==> src/rtl/key_buf_ctrl.sv <==
// Key buffer controller: sequences host commands into clear, parallel-load and
// streamed-write operations on an external key buffer and tracks key validity.
module key_buf_ctrl (
    input  logic        clk,
    input  logic        rst_n,
    input  logic        cmd_vld,
    input  logic [2:0]  cmd_op,
    input  logic [3:0]  cmd_len,
    output logic        cmd_rdy,
    input  logic [31:0] din,
    input  logic        din_vld,
    output logic        din_rdy,
    input  logic        abort,
    input  logic        key_rel,
    output logic        key_vld,
    output logic [2:0]  key_src,
    output logic        err,
    output logic        k_buf_clr,
    output logic        k_buf_en,
    output logic [1:0]  k_buf_op,
    output logic [31:0] wr_d,
    output logic        wr_en,
    output logic        k_buf_wr,
    input  logic        rcv_nxtk
);

    typedef enum logic [2:0] {
        ST_INIT  = 3'd0,
        ST_IDLE  = 3'd1,
        ST_CLR   = 3'd2,
        ST_LOAD  = 3'd3,
        ST_STRM  = 3'd4,
        ST_RDY   = 3'd5,
        ST_PURGE = 3'd6
    } state_t;

    localparam logic [2:0] OP_STREAM = 3'b100;

    // Opcodes 000..011 select a parallel-load source.
    function automatic logic op_is_load(input logic [2:0] op);
        return (op[2] == 1'b0);
    endfunction

    // Opcodes 110 and 111 are undefined.
    function automatic logic op_is_legal(input logic [2:0] op);
        return !(op[2] & op[1]);
    endfunction

    state_t      state_r;
    logic [4:0]  cnt_r;
    logic [3:0]  len_r;
    logic        strm_pend_r;
    logic        strm_act_r;
    logic        cmd_rdy_r;
    logic        key_vld_r;
    logic [2:0]  key_src_r;
    logic        err_r;
    logic        clr_r;
    logic        en_r;
    logic [1:0]  op_r;
    logic        cmd_acc_s;

    assign cmd_acc_s = cmd_vld & cmd_rdy_r;

    // Controller state machine with registered strobes and status.
    always_ff @(posedge clk) begin
        if (!rst_n) begin
            state_r     <= ST_INIT;
            cnt_r       <= 5'd0;
            len_r       <= 4'd0;
            strm_pend_r <= 1'b0;
            strm_act_r  <= 1'b0;
            cmd_rdy_r   <= 1'b0;
            key_vld_r   <= 1'b0;
            key_src_r   <= 3'b000;
            err_r       <= 1'b0;
            clr_r       <= 1'b0;
            en_r        <= 1'b0;
            op_r        <= 2'b00;
        end else begin
            err_r <= 1'b0;
            clr_r <= 1'b0;
            en_r  <= 1'b0;
            op_r  <= 2'b00;
            case (state_r)
                // First INIT cycle raises the clear; the second (clear visible) leaves.
                ST_INIT: begin
                    if (clr_r) begin
                        state_r   <= ST_IDLE;
                        cmd_rdy_r <= 1'b1;
                    end else begin
                        clr_r <= 1'b1;
                    end
                end
                ST_IDLE, ST_RDY: begin
                    if (cmd_acc_s) begin
                        if (!op_is_legal(cmd_op)) begin
                            err_r <= 1'b1;
                        end else begin
                            cmd_rdy_r <= 1'b0;
                            key_vld_r <= 1'b0;
                            key_src_r <= 3'b000;
                            if (op_is_load(cmd_op)) begin
                                state_r <= ST_LOAD;
                                en_r    <= 1'b1;
                                op_r    <= cmd_op[1:0];
                            end else begin
                                state_r     <= ST_CLR;
                                clr_r       <= 1'b1;
                                strm_pend_r <= ~cmd_op[0];
                                cnt_r       <= 5'd0;
                                len_r       <= cmd_len;
                            end
                        end
                    end else if ((state_r == ST_RDY) && key_rel) begin
                        state_r   <= ST_PURGE;
                        clr_r     <= 1'b1;
                        cmd_rdy_r <= 1'b0;
                        key_vld_r <= 1'b0;
                        key_src_r <= 3'b000;
                    end
                end
                ST_LOAD: begin
                    state_r   <= ST_RDY;
                    key_vld_r <= 1'b1;
                    key_src_r <= {1'b0, op_r};
                    cmd_rdy_r <= 1'b1;
                end
                ST_CLR: begin
                    strm_pend_r <= 1'b0;
                    if (strm_pend_r) begin
                        state_r    <= ST_STRM;
                        strm_act_r <= 1'b1;
                    end else begin
                        state_r   <= ST_IDLE;
                        cmd_rdy_r <= 1'b1;
                    end
                end
                // Words are counted on the buffer's write echo, not on the handshake.
                ST_STRM: begin
                    if (abort) begin
                        state_r    <= ST_PURGE;
                        err_r      <= 1'b1;
                        clr_r      <= 1'b1;
                        strm_act_r <= 1'b0;
                    end else if (rcv_nxtk) begin
                        cnt_r <= cnt_r + 5'd1;
                        if (cnt_r == {1'b0, len_r}) begin
                            state_r    <= ST_RDY;
                            strm_act_r <= 1'b0;
                            key_vld_r  <= 1'b1;
                            key_src_r  <= OP_STREAM;
                            cmd_rdy_r  <= 1'b1;
                        end
                    end
                end
                ST_PURGE: begin
                    state_r   <= ST_IDLE;
                    cmd_rdy_r <= 1'b1;
                end
                default: begin
                    state_r     <= ST_INIT;
                    strm_pend_r <= 1'b0;
                    strm_act_r  <= 1'b0;
                    cmd_rdy_r   <= 1'b0;
                    key_vld_r   <= 1'b0;
                    key_src_r   <= 3'b000;
                end
            endcase
        end
    end

    // Stream data passes straight through; an abort suppresses the same-cycle beat.
    assign wr_en     = (state_r == ST_STRM) & din_vld & ~abort;
    assign wr_d      = din;
    assign din_rdy   = strm_act_r;
    assign k_buf_wr  = strm_act_r;
    assign cmd_rdy   = cmd_rdy_r;
    assign key_vld   = key_vld_r;
    assign key_src   = key_src_r;
    assign err       = err_r;
    assign k_buf_clr = clr_r;
    assign k_buf_en  = en_r;
    assign k_buf_op  = op_r;

endmodule

==> config.mk <==
export PLATFORM = sky130hd
export DESIGN_NAME = key_buf_ctrl
export DESIGN_NICKNAME = d
export VERILOG_FILES = /design/src/rtl/key_buf_ctrl.sv
export SDC_FILE = /design/constraint.sdc
export NUM_CORES = 1
export LEC_CHECK = 0
export CAP_MARGIN = 20
export CORE_UTILIZATION = 37
export DETAILED_ROUTE_END_ITERATION = 16
export PLACE_DENSITY = 0.83
export SETUP_SLACK_MARGIN = 0.05
export SKIP_LAST_GASP = 1
export SLEW_MARGIN = 20
export SYNTH_ARGS = -nofsm -noshare
export SYNTH_HDL_FRONTEND = slang
export SYNTH_SLANG_ARGS = --single-unit
==> constraint.sdc <==
create_clock -name clk -period 2 [get_ports clk]
set_input_delay 0.6 -clock clk [delete_from_list [all_inputs] [get_ports clk]]
set_output_delay 0.6 -clock clk [all_outputs]
set_load 0.005 [all_outputs]
==> results by group <==
Layout
  • Commonest non-fill, non-tap cell in the layout: dfxtp_1
  • Post-Layout Cell Count: 242
  • Fillers: 369
  • Synth-to-Final Area Change: 17.87%
  • Most frequent cells in the layout: dfxtp_1, clkdlybuf4s50_1, buf_4, nand2_1, a21oi_1
  • Nets: 243
  • Reg area: 481.7 µm²
  • Layout cell share with drive strength beyond 1: 20.62%
  • Multi-input gate area: 770.7 µm²
  • Antenna cells: 0

STA
  • RSZ-0062 raised after global routing: true
  • Highest Clock Rate: 512.2 MHz
  • Max-slew headroom: 68.41%
  • Final hold violation count: 0
  • Final setup violation count: 0
  • Clock skew: 0.004160 ns
  • Final Cycle Share: 97.62%
  • Hold slack: 0.4693 ns
  • Fin. max-slew vios: 0
  • Sum Neg Setup Slack: 0 ns
  • Tightest Pin Transition: 0.4696 ns
  • Min Tclk post-route: 1.952 ns

Die
  • Die area: 4365 µm²
  • Rows: 22
  • Core box area: 3799 µm²
  • Die Width: 66.07 µm
  • Initial core utilization: 39.99%
  • Die height: 66.07 µm
  • IO Count: 91

Pwr
  • Total power: 0.001676 W
  • Peak supply drop: 422.3 µV
  • Cell Pwr Density: 936.1 nW/µm²
  • Leak pwr: 0.6864 nW

Detailed routing
  • Final WL: 3326 µm
  • Number of DRC markers in iteration 0: 65
  • Antenna Nets Post-Route: 0
  • Vias: 1317
  • DRC: 0
  • DR WL/cell: 13.74 µm
  • Vias per Instance: 5.442
  • Drt first pass iters: 4

Setup path
  • Crit Path Class: in2out
  • Crit path max-delay family: buffers and inverters
  • Reg2Reg Setup Slack: 0.25 ns
  • CP Cell Sequence: clkdlybuf4s50_1 > and2_1 > clkdlybuf4s15_2
  • Required time of the critical path: 1.40 ns
  • CP startpoint kind: input port
  • CP Capture Type: output port
  • CP max stage cell: clkdlybuf4s50_1
  • Worst-path fanout max: 1
  • CP max stage delay: 0.44 ns
  • Crit path buf inv count: 2
  • WP data arrival: 1.35 ns

Place
  • Placed insts: 239
  • GPL Wtd Cong: 0.8621
  • Detail Placement HPWL: 2501 µm
  • Buffers on Ports: 26

Clock network
  • Hold buffer count at CTS: 0
  • Worst skew pair latency: 0.27 ns
  • Clock Path Buffers: 2
  • Clock Root Buffer: clkbuf_8
  • CTS Buf Count: 3
  • H-tree Lvls: 1
  • Clock transition at the registers of the reported paths: 0.08 ns
  • Clock Sinks: 24
  • CTS tree: done

Synthesis
  • Synth Warn #: 0
  • Gate Count Post-Synth: 185
  • Post-synthesis cell area: 1519 µm²
  • Synthesized flop and latch total: 24
  • Register area share after synthesis: 31.63%
  • Mapped Avg Cell Area: 8.211 µm²
  • Syn Nets: 232
  • Number of distinct library cells after synthesis: 44

Global routing
  • All-Layer GR Usage: 15.76%
  • Antenna violations before repair: 0
  • Pin count of the biggest net entering global routing: 23
  • Number of global-route vias before repair: 1196
  • Grt ovf: 0
  • First-pass GRT wire length: 5319 µm

Run
  • # Max-Cap Violations: 0

Worst hold path
  • Worst Hold Class: reg2reg

Status
  • Outcome: complete, no violations
==> flip-flops by register name, summed over array words and instances (netlist names) <==
register	flops
k_buf_clr	1
state_r	3
len_r	4
err	1
key_vld	1
k_buf_en	1
cnt_r	5
strm_pend_r	1
key_src	3
cmd_rdy	1
k_buf_op	2
din_rdy	1
==> kinds of logic (layout without fill, tap and decap cells) <==
logic type | count (synthesis) | in the layout | synth area share (%)
simple gates | 59 | 59 | 21.91
xor+xnor | 5 | 5 | 2.883
buf+inv | 46 | 55 | 19.85
flops | 24 | 24 | 31.63
fa+ha+maj | 1 | 1 | 0.8236
compound gates | 50 | 50 | 22.90
==> worst paths after layout <==
kind	start	to	cells after the start
setup / recovery	din_vld	wr_en	3
hold / removal	len_r[2]	len_r[2]	2
setup reg to reg	state_r[0]	key_src[1]	5
hold reg to reg	len_r[2]	len_r[2]	2
==> metrics by stage <==
step           utilization (%)  setup slack, ns  cell area (µm²)
2_1_floorplan                -           0.2776             1519
3_3_place_gp             45.13          -0.5457             1714
3_5_place_dp             45.13          -0.5565             1714
4_1_cts                  46.34          0.04252             1760
5_1_grt                  47.13          0.01397             1790
6_report                 47.13          0.04754             1790
==> cells in the mapped netlist (all sizes together) <==
cell,n,share of area (%)
buf,37,18
dfxtp,24,32
nand2,15,3.9
a21oi,14,4.6
nor2b,7,2.9
o21ai,7,2.3
a31oi,6,2.5
nand3,6,2.0
inv,5,1.2
nor3,5,1.6
and2,4,1.6
clkbuf,4,0.99
nand2b,4,1.8
nor2,4,0.99
o31ai,4,2.0
xor2,4,2.3
a211oi,3,1.5
a311oi,3,1.7
and3,3,1.6
nor4,3,1.2
or4,3,1.5
a21o,2,0.99
o211a,2,1.3
or3,2,0.82
a21bo,1,0.66
a221oi,1,0.58
a22oi,1,1.4
a2bb2oi,1,0.58
a31o,1,0.58
and4b,1,0.91
ha,1,0.82
nand4,1,0.41
o2111ai,1,0.58
o21a,1,0.49
o311ai,1,0.58
o41ai,1,0.58
or4b,1,0.66
xnor2,1,0.58
==> layout make-up <==
class                           instances  area share [%]
Tap cell                               48           3.354
Timing Repair Buffer                   47           23.34
Multi-Input combinational cell        115           43.05
Sequential cell                        24           26.90
Clock buffer                            3           2.306
Inverter                                5           1.048
==> worst reg2reg max path, delay by kind of cell, from the launching register on <==
kind | cells | cell delay [ns]
and+or+nand+nor | 3 | 0.76
DFF | 1 | 0.38
buffers and inverters | 1 | 0.28
AOI/OAI and AO/OA | 1 | 0.24
==> where the power goes <==
part / switching, W / internal [W]
Sequential: 0.0000535 / 0.000544
Clock: 0.000149 / 0.000135
Combinational: 0.000415 / 0.000379
==> timing repair <==
item	in CTS	in global routing
resized for setup	9	8
setup endpoints to repair	4	7
pin swaps	4	3
setup buffers	0	0
==> per-layer routing <==
layer | up-vias | routed length [µm] | global-route usage [%] | share of wire, %
met2 | 45 | 1568 | 25.13 | 47
met4 | 0 | 63 | 7.713 | 1.9
met5 | - | 0 | 0 | 0
met1 | 607 | 1466 | 19.58 | 44
li1 | 650 | - | - | -
met3 | 15 | 228 | 3.966 | 6.9
Power figures use the tool's default switching activity.
